$ cat config.mk
export PLATFORM = sky130hd
export DESIGN_NAME = box_param_ctrl_flat
export DESIGN_NICKNAME = d
export VERILOG_FILES = /design/src/rtl/box_param_ctrl_if.sv /design/src/rtl/box_param_ctrl.sv /design/src/flat_wrapper.sv
export SDC_FILE = /design/constraint.sdc
export NUM_CORES = 1
export LEC_CHECK = 0
export BUFFER_PORTS_ARGS = -buffer_cell sky130_fd_sc_hd__buf_2
export CORE_ASPECT_RATIO = 1.2
export CORE_MARGIN = 4
export CORE_UTILIZATION = 55
export CTS_CLUSTER_DIAMETER = 50
export DETAILED_ROUTE_END_ITERATION = 7
export GPL_ROUTABILITY_DRIVEN = 0
export PLACE_DENSITY = 0.72
export SLEW_MARGIN = 20
export SYNTH_ARGS = -nofsm -noshare
export SYNTH_HDL_FRONTEND = slang
export SYNTH_SLANG_ARGS = --single-unit
$ cat constraint.sdc
create_clock -name vga_clk -period 5.8 [get_ports vga_clk]
set_clock_uncertainty 0.2 [all_clocks]
set_input_delay 1.16 -clock vga_clk [delete_from_list [all_inputs] [get_ports vga_clk]]
set_output_delay 1.16 -clock vga_clk [all_outputs]
set_load 0.02 [all_outputs]
$ cat src/rtl/box_param_ctrl_if.sv
// Bundle of key inputs, frame sync and published box outputs shared by
// box_param_ctrl and its environment.
interface box_param_ctrl_if;
  logic [4:0] key_in;
  logic       vsync;
  logic [9:0] x;
  logic [9:0] y;
  logic [9:0] w;
  logic [9:0] h;
  logic [1:0] mode;
  logic       box_en;

  modport master (
    output key_in, vsync,
    input  x, y, w, h, mode, box_en
  );

  modport slave (
    input  key_in, vsync,
    output x, y, w, h, mode, box_en
  );
endinterface

$ cat src/rtl/box_param_ctrl.sv
// Key-driven box position/size controller: debounced buttons edit a working
// rectangle that is published to the display stage only on vsync edges.
module box_param_ctrl #(
  parameter int DB_CNT_MAX = 1485000,
  parameter int STEP       = 8,
  parameter int X_LIMIT    = 1023,
  parameter int Y_LIMIT    = 719,
  parameter int W_MIN      = 16,
  parameter int H_MIN      = 16,
  parameter int X0         = 100,
  parameter int Y0         = 100,
  parameter int W0         = 200,
  parameter int H0         = 150
) (
  input  logic              vga_clk,
  input  logic              sys_rst_n,
  box_param_ctrl_if.slave   bus
);

  typedef enum logic [1:0] {
    ST_OFF  = 2'd0,
    ST_MOVE = 2'd1,
    ST_SIZE = 2'd2
  } state_t;

  localparam int          CW        = $clog2(DB_CNT_MAX + 1);
  localparam logic [CW-1:0] CNT_LAST = CW'(DB_CNT_MAX - 1);
  localparam logic [10:0] ST11      = 11'(STEP);
  localparam logic [9:0]  ST10      = 10'(STEP);
  localparam logic [10:0] XL11      = 11'(X_LIMIT);
  localparam logic [9:0]  XL10      = 10'(X_LIMIT);
  localparam logic [10:0] YL11      = 11'(Y_LIMIT);
  localparam logic [9:0]  YL10      = 10'(Y_LIMIT);
  localparam logic [10:0] WSHR11    = 11'(W_MIN + STEP);
  localparam logic [10:0] HSHR11    = 11'(H_MIN + STEP);
  localparam logic [9:0]  WMIN10    = 10'(W_MIN);
  localparam logic [9:0]  HMIN10    = 10'(H_MIN);

  logic [4:0]    key_meta;
  logic [4:0]    key_sync;
  logic [4:0]    db;
  logic [4:0]    db_d;
  logic [CW-1:0] cnt [5];
  logic [4:0]    press;
  logic          ev_mode, ev_left, ev_right, ev_up, ev_down;

  state_t        state, state_n;
  logic [9:0]    wx, wy, ww, wh;
  logic [9:0]    wx_n, wy_n, ww_n, wh_n;
  logic [10:0]   sum_x, sum_y;

  logic          vs_r, vs_d, vs_rise;
  logic [9:0]    x_q, y_q, w_q, h_q;
  logic          en_q;

  // Two-flop synchronizer for the asynchronous buttons (released = 1).
  always_ff @(posedge vga_clk or negedge sys_rst_n) begin
    if (!sys_rst_n) begin
      key_meta <= 5'h1f;
      key_sync <= 5'h1f;
    end else begin
      key_meta <= bus.key_in;
      key_sync <= key_meta;
    end
  end

  // Per-key debouncer: level flips after DB_CNT_MAX consecutive differing clocks.
  always_ff @(posedge vga_clk or negedge sys_rst_n) begin
    if (!sys_rst_n) begin
      db   <= 5'h1f;
      db_d <= 5'h1f;
      for (int i = 0; i < 5; i++) cnt[i] <= {CW{1'b0}};
    end else begin
      db_d <= db;
      for (int i = 0; i < 5; i++) begin
        if (key_sync[i] != db[i]) begin
          if (cnt[i] == CNT_LAST) begin
            db[i]  <= key_sync[i];
            cnt[i] <= {CW{1'b0}};
          end else begin
            cnt[i] <= cnt[i] + CW'(1);
          end
        end else begin
          cnt[i] <= {CW{1'b0}};
        end
      end
    end
  end

  assign press    = db_d & ~db;
  assign ev_mode  = press[0];
  assign ev_left  = press[1] & ~press[0];
  assign ev_right = press[2] & ~(|press[1:0]);
  assign ev_up    = press[3] & ~(|press[2:0]);
  assign ev_down  = press[4] & ~(|press[3:0]);

  assign sum_x = {1'b0, wx} + {1'b0, ww} + ST11;
  assign sum_y = {1'b0, wy} + {1'b0, wh} + ST11;

  // Next mode and next working rectangle from the winning press event.
  always_comb begin
    state_n = state;
    wx_n    = wx;
    wy_n    = wy;
    ww_n    = ww;
    wh_n    = wh;
    if (ev_mode) begin
      case (state)
        ST_OFF:  state_n = ST_MOVE;
        ST_MOVE: state_n = ST_SIZE;
        ST_SIZE: state_n = ST_OFF;
        default: state_n = ST_OFF;
      endcase
    end else begin
      case (state)
        ST_MOVE: begin
          if (ev_left) begin
            wx_n = ({1'b0, wx} >= ST11) ? (wx - ST10) : 10'd0;
          end else if (ev_right) begin
            wx_n = (sum_x <= XL11) ? (wx + ST10) : (XL10 - ww);
          end else if (ev_up) begin
            wy_n = ({1'b0, wy} >= ST11) ? (wy - ST10) : 10'd0;
          end else if (ev_down) begin
            wy_n = (sum_y <= YL11) ? (wy + ST10) : (YL10 - wh);
          end else begin
            wx_n = wx;
          end
        end
        ST_SIZE: begin
          if (ev_left) begin
            ww_n = ({1'b0, ww} >= WSHR11) ? (ww - ST10) : WMIN10;
          end else if (ev_right) begin
            ww_n = (sum_x <= XL11) ? (ww + ST10) : (XL10 - wx);
          end else if (ev_up) begin
            wh_n = ({1'b0, wh} >= HSHR11) ? (wh - ST10) : HMIN10;
          end else if (ev_down) begin
            wh_n = (sum_y <= YL11) ? (wh + ST10) : (YL10 - wy);
          end else begin
            ww_n = ww;
          end
        end
        default: wx_n = wx;
      endcase
    end
  end

  // Mode state and working rectangle registers.
  always_ff @(posedge vga_clk or negedge sys_rst_n) begin
    if (!sys_rst_n) begin
      state <= ST_OFF;
      wx    <= 10'(X0);
      wy    <= 10'(Y0);
      ww    <= 10'(W0);
      wh    <= 10'(H0);
    end else begin
      state <= state_n;
      wx    <= wx_n;
      wy    <= wy_n;
      ww    <= ww_n;
      wh    <= wh_n;
    end
  end

  assign vs_rise = vs_r & ~vs_d;

  // Frame-synchronous publish; uses pre-event values when an event coincides.
  always_ff @(posedge vga_clk or negedge sys_rst_n) begin
    if (!sys_rst_n) begin
      vs_r <= 1'b0;
      vs_d <= 1'b0;
      x_q  <= 10'd0;
      y_q  <= 10'd0;
      w_q  <= 10'd0;
      h_q  <= 10'd0;
      en_q <= 1'b0;
    end else begin
      vs_r <= bus.vsync;
      vs_d <= vs_r;
      if (vs_rise) begin
        if (state == ST_OFF) begin
          x_q  <= 10'd0;
          y_q  <= 10'd0;
          w_q  <= 10'd0;
          h_q  <= 10'd0;
          en_q <= 1'b0;
        end else begin
          x_q  <= wx;
          y_q  <= wy;
          w_q  <= ww;
          h_q  <= wh;
          en_q <= 1'b1;
        end
      end
    end
  end

  assign bus.x      = x_q;
  assign bus.y      = y_q;
  assign bus.w      = w_q;
  assign bus.h      = h_q;
  assign bus.box_en = en_q;
  assign bus.mode   = state;

endmodule

$ cat src/flat_wrapper.sv
// flat-port wrapper written by rule: the top's interface ports become plain ports
module box_param_ctrl_flat 
#(
  parameter int DB_CNT_MAX = 1485000,
  parameter int STEP       = 8,
  parameter int X_LIMIT    = 1023,
  parameter int Y_LIMIT    = 719,
  parameter int W_MIN      = 16,
  parameter int H_MIN      = 16,
  parameter int X0         = 100,
  parameter int Y0         = 100,
  parameter int W0         = 200,
  parameter int H0         = 150
)
  (vga_clk, sys_rst_n, bus_key_in, bus_vsync, bus_x, bus_y, bus_w, bus_h, bus_mode, bus_box_en);
  box_param_ctrl_if bus_i ();
  input  logic vga_clk;
  input  logic sys_rst_n;
  input wire logic [$bits(bus_i.key_in)-1:0] bus_key_in;
  input wire logic [$bits(bus_i.vsync)-1:0] bus_vsync;
  output wire logic [$bits(bus_i.x)-1:0] bus_x;
  output wire logic [$bits(bus_i.y)-1:0] bus_y;
  output wire logic [$bits(bus_i.w)-1:0] bus_w;
  output wire logic [$bits(bus_i.h)-1:0] bus_h;
  output wire logic [$bits(bus_i.mode)-1:0] bus_mode;
  output wire logic [$bits(bus_i.box_en)-1:0] bus_box_en;
  assign bus_i.key_in = bus_key_in;
  assign bus_i.vsync = bus_vsync;
  assign bus_x = bus_i.x;
  assign bus_y = bus_i.y;
  assign bus_w = bus_i.w;
  assign bus_h = bus_i.h;
  assign bus_mode = bus_i.mode;
  assign bus_box_en = bus_i.box_en;
  box_param_ctrl #(.DB_CNT_MAX(DB_CNT_MAX), .STEP(STEP), .X_LIMIT(X_LIMIT), .Y_LIMIT(Y_LIMIT), .W_MIN(W_MIN), .H_MIN(H_MIN), .X0(X0), .Y0(Y0), .W0(W0), .H0(H0)) u_core (.vga_clk(vga_clk), .sys_rst_n(sys_rst_n), .bus(bus_i));
endmodule
==> results of run 1 <==
==> layout by cell type, fill, tap and decap left out, types with 6 or more instances in the layout <==
cell type / instances
sky130_fd_sc_hd__dfrtp_1: 177
sky130_fd_sc_hd__nor2_1: 163
sky130_fd_sc_hd__nand2_1: 90
sky130_fd_sc_hd__nand3_1: 64
sky130_fd_sc_hd__xor2_1: 61
sky130_fd_sc_hd__ha_1: 56
sky130_fd_sc_hd__o21ai_0: 55
sky130_fd_sc_hd__xnor2_1: 50
sky130_fd_sc_hd__buf_2: 49
sky130_fd_sc_hd__a21oi_1: 44
sky130_fd_sc_hd__a22o_1: 43
sky130_fd_sc_hd__dfstp_2: 33
sky130_fd_sc_hd__inv_1: 27
sky130_fd_sc_hd__nor3_1: 27
sky130_fd_sc_hd__and3_1: 26
sky130_fd_sc_hd__clkbuf_16: 25
sky130_fd_sc_hd__nor4_1: 20
sky130_fd_sc_hd__nand4_1: 20
sky130_fd_sc_hd__a21o_1: 15
sky130_fd_sc_hd__nor2b_1: 13
sky130_fd_sc_hd__or3_1: 12
sky130_fd_sc_hd__nor4b_1: 10
sky130_fd_sc_hd__nand2b_1: 9
sky130_fd_sc_hd__a31oi_1: 6
sky130_fd_sc_hd__clkbuf_8: 6
==> state kept, by name, indices dropped and copies added (netlist names), 10 cells and up <==
signal / flops
u_core.bus.h: 10
u_core.bus.w: 10
u_core.bus.x: 10
u_core.bus.y: 10
u_core.cnt: 105
u_core.wh: 10
u_core.ww: 10
u_core.wx: 10
u_core.wy: 10
==> power breakdown <==
group,switching (mW),leakage [nW],internal [mW]
logic,0.0516,2.57,0.0134
clock network,0.603,0.401,0.954
registers,0.00955,2.80,1.48
total,0.664,5.77,2.45
==> worst paths after layout <==
check                                    from                 end  slack [ps]  cells after the start
hold reg to reg            u_core.key_meta[4]  u_core.key_sync[4]         160                      0
setup reg to reg                 u_core.wh[1]        u_core.wh[8]        1770                     11
min in group asynchronous           sys_rst_n     u_core.bus.y[2]         450                      1
max in group asynchronous           sys_rst_n        u_core.wy[5]        3680                      2
hold / removal             u_core.key_meta[4]  u_core.key_sync[4]         160                      0
setup / recovery                 u_core.wh[1]        u_core.wh[8]        1770                     11
==> metal layers <==
layer / routed length [µm] / up-vias
met5: 0 / -
met4: 669 / 0
met3: 999 / 69
met2: 11670 / 192
met1: 10640 / 4236
li1: - / 4194
==> stage by stage <==
| step | utilization, % | setup slack, ps | instance area [µm²] | power, mW |
|---|---|---|---|---|
| 2_1_floorplan | - | 2415 | 11260 | 1.543 |
| 3_5_place_dp | 57.83 | 1810 | 11670 | 1.585 |
| 4_1_cts | 61.94 | 1814 | 12500 | 3.153 |
| 5_1_grt | 61.94 | 1517 | 12500 | 3.222 |
| 6_report | 61.94 | 1768 | 12500 | 3.114 |
| 3_3_place_gp | 57.83 | 1944 | 11670 | 1.584 |
==> area by class of cell <==
type / instances / area, µm²
Inverter: 28 / 105.1
Multi-Input combinational cell: 874 / 5649
Clock inverter: 9 / 106.4
Fill cell: 1691 / 7681
Clock buffer: 35 / 723.2
Timing Repair Buffer: 54 / 290.3
Tap cell: 265 / 331.6
Sequential cell: 210 / 5296
==> cell families after synthesis <==
kind of cell	count (synthesis)	share of synthesized area (%)
flip-flops	210	47.05
buffers and inverters	80	2.912
adder cells (fa/ha/maj)	57	6.402
XOR/XNOR	112	8.781
AND/OR/NAND/NOR	477	20.38
multiplexers	7	0.6780
AO/OA/AOI/OAI	221	13.79
==> out/summary.md, run 1 <==
The total number of vias came out at 8691. The tools report the total standard cell area after synthesis as 11260 µm². Traced cell by cell, the critical path runs through ha_1 > ha_1 > fa_1 > a211oi_2 > o211ai_1 > o211ai_2 > nor3_1 > a311oi_2 > and2_1 > a222oi_1 > o21ai_0. The endpoint type of the worst setup path is a register.

The layout cell share with drive strength beyond 1 is 12.73%. Counting flops with a built-in enable in the synthesized netlist gives 0. The clock passes through at most 3 buffers. The total placed cells including tap cells was 1431; the maximum level of the CTS H-tree was 1. For the via count of the first global-routing pass, the log shows 8610. The tools report the total routing resource utilization after global routing as 21.04%.

Data on the critical path is required at its endpoint by 6030 ps. By area the synthesized netlist is led by sky130_fd_sc_hd__dfrtp_1 39%, sky130_fd_sc_hd__dfstp_2 7.7%, sky130_fd_sc_hd__ha_1 6.2%, sky130_fd_sc_hd__nor2_1 5.5%, sky130_fd_sc_hd__xor2_1 4.7%. The later pin in the worst-skew pair is clocked with a latency of 510 ps.

The worst setup path is of the register to register kind. Synthesis instantiated 69 different standard cells from the library. In this run the power density over the cells is 249.1 nW/µm².

Buffers inserted to repair hold after CTS numbered 0. The floorplan step defined a die boundary enclosing 22830 µm². The pin slew with the least headroom to its limit was 1031 ps; the detailed-routing iteration count for the pre-antenna-repair pass was 8. The max capacitance violation total is 0.

The Yosys step of the flow raised 0 warnings. The master cell of the clock root buffer was sky130_fd_sc_hd__clkbuf_16. The cell with the largest stage delay on the worst path was sky130_fd_sc_hd__and2_1.

By instance count, the cell type seen most on the critical path is sky130_fd_sc_hd__ha_1. The post-synthesis instance total is 1164. In this design, the stage delay of the slowest critical-path cell is 740 ps. The repair_antennas step left the layout with diodes totalling 0. Setup repair after global routing left no endpoint under its margin. After the first detailed-routing iteration, the DRC count stood at 655. The tools report the type of origin of the critical path as a register. Along the worst path, the maximum fanout reaches 18. The logs give 4260 ps for the endpoint arrival time on the critical path and 0 ps for the setup TNS. After floorplanning, the core was sized to cover 20180 µm².

The relative max-transition margin was 31.29%; the maximum resistive drop on vdd was 225.6 µV. Entering global routing, the biggest net connects 129 pins. The worst path in the final design needs a cycle of 4032 ps, including I/O delays and setup. The run gives 5.767 nW as the leakage power. The number of primary I/O pins is 51. The total wire length after detailed routing is 23980 µm, and the height of the die is 164.7 µm. The number of buffers and inverters on the critical path is 0. After clock tree synthesis, the repair step resized 0 gates. The run finished with clean final reports.

The total CTS buffers was 24; the detail-routed net length per standard cell was 16.26 µm. The clock drives 210 sinks. After synthesis, the largest area contributor takes up 39.35% of total cell area. TritonCTS built the clock tree.

Grouping stages by cell kind, the critical path spends the most delay in compound AO/OA/AOI/OAI gates. The area growth from synthesis to layout is 11.06%. Across all hold checks on the routed design, the worst slack comes to 155.2 ps. The detail route stage leaves a number of antenna-violating nets equal to 0. The count of buffers added on input and output ports is 50. The number of nets in the synthesized netlist is 1229.

For this run, design rule violations remaining after detail routing come to 0. The maximum clock frequency is 0.2480 GHz, and the number of flip-flops and latches in the synthesized netlist is 210. The min-delay analysis places its worst path in the category register to register. The met1 usage was 28.04%.

The HPWL reported at the end of detailed placement is 15910 µm. For met3 alone, demand over resource in global routing was 3.012%. The count of endpoints failing setup in the final report is 0, and the number of antenna violations at the first check in global routing is 0.

Summed over all layers, the global routing overflow is 0. The clock input transition at the sequential cells of the worst setup and hold paths is 60 ps, and the post-CTS setup buffer count is 0. By instance count, the leading cell after synthesis is sky130_fd_sc_hd__dfrtp_1. The most used routing layer is met2.

For this run, the leading register cell type out of synthesis is sky130_fd_sc_hd__dfrtp_1. The first global-routing pass estimated 41080 µm of wire. Each instance of the synthesized netlist takes up on average 9.671 µm².

The run gives 1475 as the filler-free cell count of the finished design. After synthesis, the most frequently instantiated cells are 177 x sky130_fd_sc_hd__dfrtp_1, 164 x sky130_fd_sc_hd__nor2_1, 90 x sky130_fd_sc_hd__nand2_1, 64 x sky130_fd_sc_hd__nand3_1, 61 x sky130_fd_sc_hd__xor2_1. The number of vias per cell after detailed routing works out to 5.892. Once the floorplan was initialized, standard cells occupied 55.77% of the core. For this run, the post-layout net count is 1257. The x dimension of the die is 138.6 µm. For the fraction of the yosys area taken by sequential cells, the log shows 47.05%. Counting flops with an async set or reset pin after synthesis yields a share of 100.0%. Row generation in the floorplan step produced 57 rows.

In the global route stage, met2 resource usage came out at 35.77%. The worst path uses 69.52% of the clock period. The biggest area contributor in the post-synthesis netlist is sky130_fd_sc_hd__dfrtp_1.

The final number of hold-violating endpoints was 0; the number of slew-limit violations in the final report was 0.
(Power assumes the default switching activity.)
==> run 2: changes to the inputs <==
- clock period: 5.8 -> 4.2 ns (I/O delays scaled with it)
==> run 2 against run 1 <==
Net effect:
- clock-buffer cell count grew 1
- sequential power grew 38%
- core utilization is essentially flat
- register-to-register slack lost 1400 ps
- sequential share of layout area is essentially flat
- critical path type unchanged
- global-route usage shrank 0.29 points
- cell area is essentially flat
- sequential cell count is the same
==> out/summary.md, run 2 (synthesized netlist as in run 1, its figures left out) <==
The synthesis-to-finish area growth works out to 11.08% (about the same). In this design, the critical path's most frequently occurring cell is sky130_fd_sc_hd__ha_1. The number of buffers between clock root and the deepest sink is 3 (unchanged). The critical path capture point was u_core.wh[1].

The layout cell share with drive strength beyond 1 was 13.02% (+0.29 points); the remaining design rule violation count was 0 (unchanged). Total wire length after detailed routing: 23470 µm (-2.1%). The path class of the tightest hold or removal check is input port to async pin. The HPWL reported at the end of detailed placement is 15940 µm (+0.20%), and the setup TNS is 0 ps (unchanged). The count of endpoints failing setup in the final report was 0 (unchanged); the delay of the slowest cell on the worst path was 560 ps (-180 ps). The critical path starts at u_core.wh[1]. The final critical delay including setup and external delays was 3820 ps (-212.2 ps); the utilization of the core after routing was 61.96% (about the same). The worst-path maximum fanout is 7 (-11), and the cts-stage hold buffer count is 0 (unchanged). The detailed-routing iteration count for the pre-antenna-repair pass was 5 (-3); the post-cts sizing count was 0 (unchanged). The leakage power was 5.791 nW (+0.41%); the number of nets in the layout was 1270 (+1.0%). The maximum level of the CTS H-tree was 1 (unchanged). The tools report the area after detailed placement as 11790 µm² (+1.0%).

The library cells used most frequently in the layout, excluding fill and tap cells, are 177 x sky130_fd_sc_hd__dfrtp_1, 163 x sky130_fd_sc_hd__nor2_1, 90 x sky130_fd_sc_hd__nand2_1. The tools report the end of the worst register-to-register path as u_core.wh[1]. The worst endpoint required time was 4420 ps (-1610 ps); the smallest hold slack was 148.4 ps (-6.882 ps).

TritonCTS built the clock tree. The logs give 5296 µm² (unchanged) for the sequential cell area in the final layout and 0 (unchanged) for the number of slew-limit violations in the final report. Grouping stages by cell kind, the critical path spends the most delay in compound AO/OA/AOI/OAI gates. The count of antenna-violating nets left after detailed routing was 0 (unchanged); the height of the die was 164.7 µm (unchanged).

The total CTS buffers was 23 (-4.2%); the worst path buffer plus inverter count was 0 (unchanged). The logs give 20180 µm² (unchanged) for the core outline area and 55.77% (unchanged) for the starting density of the core. For the relative max-transition margin, the log shows 29.01% (-2.3 points). The count of cells along the worst register-to-register path is 11 (unchanged). Maximum resistive drop on vdd: 316.7 µV (+40%). The post-CTS setup buffer count is 0 (unchanged), and the clock input transition at the sequential cells of the worst setup and hold paths is 60 ps (about the same).

The type of origin of the critical path was a register. Walking the worst path, the cells encountered are ha_1 > ha_1 > fa_1 > a211oi_2 > o211a_1 > o211ai_2 > nor3_1 > a311oi_2 > nor2b_1 > nand2_1 > o21ai_0. The remaining global-route overflow was 0 (unchanged); the wire length of the first global-routing pass was 40590 µm (-1.2%).

The run gives 5649 µm² (unchanged) as the total area of multi-input combinational cells. For the maximum clock frequency, the log shows 0.2618 GHz (+5.6%). CTS placed an instance of sky130_fd_sc_hd__clkbuf_16 at the clock tree root. Total power divided by cell area: 326.2 nW/µm² (+31%). u_core.cnt holds more flip-flops than any other register.

Via count of the first global-routing pass: 8487 (-1.4%). The largest individual stage delay along the critical path comes from the cell sky130_fd_sc_hd__dfstp_2. The x dimension of the die is 138.6 µm (unchanged).

The total number of placement rows was 57 (unchanged); the detail-routed net length per standard cell was 15.80 µm (-2.8%). The largest net degree at the start of global routing came out at 103 (-20%). The number of vias per cell after detailed routing is 5.809 (-1.4%). For the finished layout cell area, the log shows 12500 µm² (about the same). The clock net sink count was 210 (unchanged); the final number of hold-violating endpoints was 0 (unchanged). The critical path depth in cells was 11 (unchanged).

The flip-flop count of the largest register, all copies and words added was 105 (unchanged). The tools report the number of primary I/O pins as 51 (unchanged). The tools report the endpoint arrival time on the critical path as 4040 ps (-220 ps). The run finished with clean final reports. The DRC marker count from the first detailed-route iteration is 540 (-18%).

The number of antenna diodes came out at 0 (unchanged). The most common cell after layout, fill and taps aside is sky130_fd_sc_hd__dfrtp_1. The max capacitance violation total is 0 (unchanged), and the post-route clock period utilization is 90.96% (+21 points). The worst-skew pair later-pin latency is 500 ps (about the same), and the total routing resource utilization after global routing is 20.75% (-0.29 points). The count of input and output buffers is 50 (unchanged), and the flop-to-flop setup slack is 380 ps (-1390 ps).

Pin slew with the least headroom to its limit: 1062 ps (+31.61 ps). For the number of fill cells in the layout, the log shows 1693 (+0.12%). The worst setup path is of the register to register kind. The total number of vias is 8632 (-0.68%), and the number of antenna violations at the first check in global routing is 0 (unchanged).

Setup repair after global routing left no endpoint under its margin. The worst register-to-register path begins at u_core.wh[1]. The area enclosed by the die boundary was 22830 µm² (unchanged).

STA classifies the critical path endpoint as a register.
==> run 2: how the worst min path moves through the flow <==
stage	startpoint	to	slack (ps)	cells after the start
detailed placement	u_core.key_meta[1]	u_core.key_sync[1]	150	0
global placement	u_core.key_meta[2]	u_core.key_sync[2]	150	0
floorplan	u_core.key_meta[0]	u_core.key_sync[0]	150	0
global route	u_core.key_meta[1]	u_core.key_sync[1]	160	0
finish	sys_rst_n	u_core.bus.y[1]	150	1
CTS	u_core.key_meta[1]	u_core.key_sync[1]	160	0
==> run 2: area by class of cell <==
type / count / share of cell area [%]
clock buffers: 36 / 5.233
clock inverters: 5 / 0.4803
inverters: 28 / 0.8405
multi-input cells: 874 / 45.18
flip-flops and latches: 210 / 42.36
well taps: 265 / 2.652
repair buffers: 68 / 3.262
==> run 2: metrics by stage <==
step           setup WS (ps)  power, mW  instances
3_3_place_gp           537.7      2.189       1445
3_5_place_dp           453.8      2.190       1445
5_1_grt                85.09      4.236       1486
2_1_floorplan          815.2      2.131       1164
4_1_cts                399.7      4.132       1486
6_report               379.9      4.078       1486
==> run 2: per-layer routing <==
| layer | vias to the layer above | track usage (%) | wire length (µm) |
|---|---|---|---|
| li1 | 4207 | - | - |
| met1 | 4190 | 27.59 | 10490 |
| met2 | 192 | 35.55 | 11340 |
| met3 | 43 | 2.780 | 1039 |
| met4 | 0 | 6.739 | 603 |
| met5 | - | 0 | 0 |
==> run 2: power by group <==
part	switching, mW	internal [mW]
Combinational	0.0707	0.0202
Clock	0.793	1.14
Sequential	0.0129	2.05
Total	0.877	3.20
==> run 2: worst register-to-register path: stages, from the launching register on <==
cell and delay, ps:
sky130_fd_sc_hd__dfstp_2 560, sky130_fd_sc_hd__ha_1 240, sky130_fd_sc_hd__ha_1 240, sky130_fd_sc_hd__fa_1 390, sky130_fd_sc_hd__a211oi_2 330, sky130_fd_sc_hd__o211a_1 220
sky130_fd_sc_hd__o211ai_2 110, sky130_fd_sc_hd__nor3_1 240, sky130_fd_sc_hd__a311oi_2 210, sky130_fd_sc_hd__nor2b_1 480, sky130_fd_sc_hd__nand2_1 290, sky130_fd_sc_hd__o21ai_0 230
==> run 3: changes to the inputs <==
- GPL_TIMING_DRIVEN: not set -> 0
==> run 3 against run 2 <==
Net effect:
- via count rose by 1.3%
- sequential power barely moved
- power fell by 2.1%
- core utilization rose by 0.43 points
- die area did not move
- wire length rose by 1.7%
- critical endpoint is now u_core.wh[8]
- largest cell class unchanged
==> out/summary.md, run 3 (synthesized netlist as in run 1, its figures left out) <==
The flow ran to the end, and the final reports show no timing, DRC or antenna violations. For the pre-CTS setup slack, the log shows 340.5 ps (-113.3 ps). The core outline area came out at 20180 µm² (unchanged). The worst-path maximum fanout is 9 (+2), and the final number of hold-violating endpoints is 0 (unchanged). The number of vias per cell after detailed routing works out to 5.751 (-0.99%). The number of antenna violations at the first check in global routing was 0 (unchanged); the number of buffers between clock root and the deepest sink was 3 (unchanged). Relative to the synthesized area, the layout overhead comes to 11.85%. Clock net sink count: 210 (unchanged).

The most common cell after layout, fill and taps aside is sky130_fd_sc_hd__dfrtp_1. Count of antenna-violating nets left after detailed routing: 0 (unchanged). The logs give 22830 µm² (unchanged) for the area enclosed by the die boundary and 25.44% (-3.6 points) for the relative max-transition margin. The remaining design rule violation count came out at 0 (unchanged). Total CTS buffers: 22 (-4.3%). The tools report the maximum level of the CTS H-tree as 1 (unchanged). The critical path is of the register to register type. STA classifies the critical path endpoint as a register. Setup repair after global routing left no endpoint under its margin. Count of input and output buffers: 50 (unchanged). The setup slack after layout was 367.7 ps (-12.17 ps); the leakage power was 5.799 nW (+0.14%). TritonCTS built the clock tree. The clock input transition at the sequential cells of the worst setup and hold paths works out to 60 ps (about the same). The flip-flop count of the largest register, all copies and words added is 105 (unchanged). The pin slew with the least headroom to its limit is 1108 ps (+45.92 ps). Type of origin of the critical path: a register. The logs give 17030 µm (+6.9%) for the HPWL reported at the end of detailed placement and 11900 µm² (+0.97%) for the area after detailed placement. The detail-routed net length per standard cell is 15.70 µm (-0.59%).

The flop-to-flop setup slack came out at 370 ps (about the same). The setup TNS was 0 ps (unchanged); the final critical delay including setup and external delays was 3832 ps (+12.17 ps). For the max capacitance violation total, the log shows 0 (unchanged). The total placed cells including tap cells is 1481 (+2.5%), and the x dimension of the die is 138.6 µm (unchanged). The logs give 626 (+16%) for the DRC marker count from the first detailed-route iteration and 1520 (+2.3%) for the filler-free cell count of the finished design.

The tightest min-delay check is of the input port to async pin type. Finished layout cell area: 12590 µm² (+0.69%). The tools report the worst-skew pair later-pin latency as 500 ps (about the same). The tools report the master cell of the clock root buffer as sky130_fd_sc_hd__clkbuf_16. The register ranked first by flip-flop count is u_core.cnt.

The layout cell share with drive strength beyond 1 was 11.87% (-1.1 points). The total power divided by cell area is 317.0 nW/µm² (-2.8%), and the total number of placement rows is 57 (unchanged). The number of fill cells in the layout is 1664 (-1.7%), and the post-route clock period utilization is 91.24% (+0.29 points). The remaining global-route overflow is 0 (unchanged), and the via count of the first global-routing pass is 8568 (+0.95%). The run gives 5 (unchanged) as the detailed-routing iteration count for the pre-antenna-repair pass. The run gives 318.7 µV (+0.63%) as the maximum resistive drop on vdd.

Worst endpoint required time: 4360 ps (-60 ps). The tools report the number of primary I/O pins as 51 (unchanged). The smallest hold slack is 66.78 ps (-81.57 ps), and the total wire length after detailed routing is 23870 µm (+1.7%).

The logs give 0.2609 GHz (-0.32%) for the maximum clock frequency and 21.36% (+0.60 points) for the total routing resource utilization after global routing. The number of slew-limit violations in the final report was 0 (unchanged); the number of nets in the layout was 1304 (+2.7%). The endpoint arrival time on the critical path was 3990 ps (-50 ps). The tools report the count of endpoints failing setup in the final report as 0 (unchanged).

The logs give 0 (unchanged) for the number of antenna diodes and 55.77% (unchanged) for the starting density of the core. In the layout the commonest cells are 177 x sky130_fd_sc_hd__dfrtp_1, 164 x sky130_fd_sc_hd__nor2_1, 90 x sky130_fd_sc_hd__nand2_1. The height of the die is 164.7 µm (unchanged), and the largest net degree at the start of global routing is 85 (-17%).

The run gives 41340 µm (+1.9%) as the wire length of the first global-routing pass. The total number of vias came out at 8742 (+1.3%).
## run 3: cell types whose count changed in the layout (fill, tap and decap cells not counted), sizes merged
cell,delta
clkinv,+6
clkbuf,+40
clkinvlp,+1
inv,-1
bufinv,-1
buf,-11
## run 3: worst max-delay path: stages, from the launching register on
cell and delay [ps]:
sky130_fd_sc_hd__dfstp_2 570, sky130_fd_sc_hd__ha_1 240, sky130_fd_sc_hd__ha_1 230, sky130_fd_sc_hd__fa_1 390, sky130_fd_sc_hd__a211oi_2 340, sky130_fd_sc_hd__o211a_1 230
sky130_fd_sc_hd__o211ai_2 110, sky130_fd_sc_hd__nor3_1 240, sky130_fd_sc_hd__a311oi_2 240, sky130_fd_sc_hd__and2_1 220, sky130_fd_sc_hd__buf_6 140, sky130_fd_sc_hd__a222oi_1 360
sky130_fd_sc_hd__o21ai_0 160
## run 3: through the flow
stage / total power [mW] / utilization (%)
after global placement: 2.188 / 58.66
after floorplan: 2.131 / -
after global routing: 4.164 / 62.38
after detailed placement: 2.198 / 58.98
after CTS: 4.053 / 62.40
final: 3.991 / 62.38
## run 3: final timing paths
kind / startpoint / to / cells after the start
worst min register to register: u_core.key_meta[3] / u_core.key_sync[3] / 0
worst max register to register: u_core.wh[1] / u_core.wh[8] / 12
worst max-delay path: u_core.wh[1] / u_core.wh[8] / 12
max in group asynchronous: sys_rst_n / u_core.ww[3] / 2
worst min-delay path: sys_rst_n / u_core.wy[0] / 1
min in group vga_clk: u_core.key_meta[3] / u_core.key_sync[3] / 0
## run 3: cell type report
type	instances	area [µm²]	area share, %
Multi-Input combinational cell	874	5633	44.74
Sequential cell	210	5296	42.07
Clock buffer	30	631.9	5.018
Tap cell	265	331.6	2.633
Timing Repair Buffer	52	315.3	2.504
Buffer	51	219.0	1.739
Inverter	28	105.1	0.8347
Clock inverter	10	58.81	0.4671
## run 3: routing by layer
metal	track usage (%)	part of all wire, %	wire [µm]	vias to the layer above
li1	-	-	-	4293
met1	28.32	44	10600	4215
met2	37.19	49	11670	193
met3	2.635	4.4	1043	41
met4	6.244	2.3	546	0
met5	0	0	0	-
## run 3: timing repair
action / CTS / global route
resized for setup: 0 / 0
buffers inserted: 0 / 0
hold buffers: 0 / 0
endpoints found under the setup margin: 0 / 3
## run 3: power breakdown
group / leakage [nW] / total [mW] / internal (mW) / switching, mW
combinational: 2.66 / 0.0987 / 0.0251 / 0.0736
clock: 0.344 / 1.83 / 1.06 / 0.775
sequential: 2.80 / 2.06 / 2.05 / 0.0130
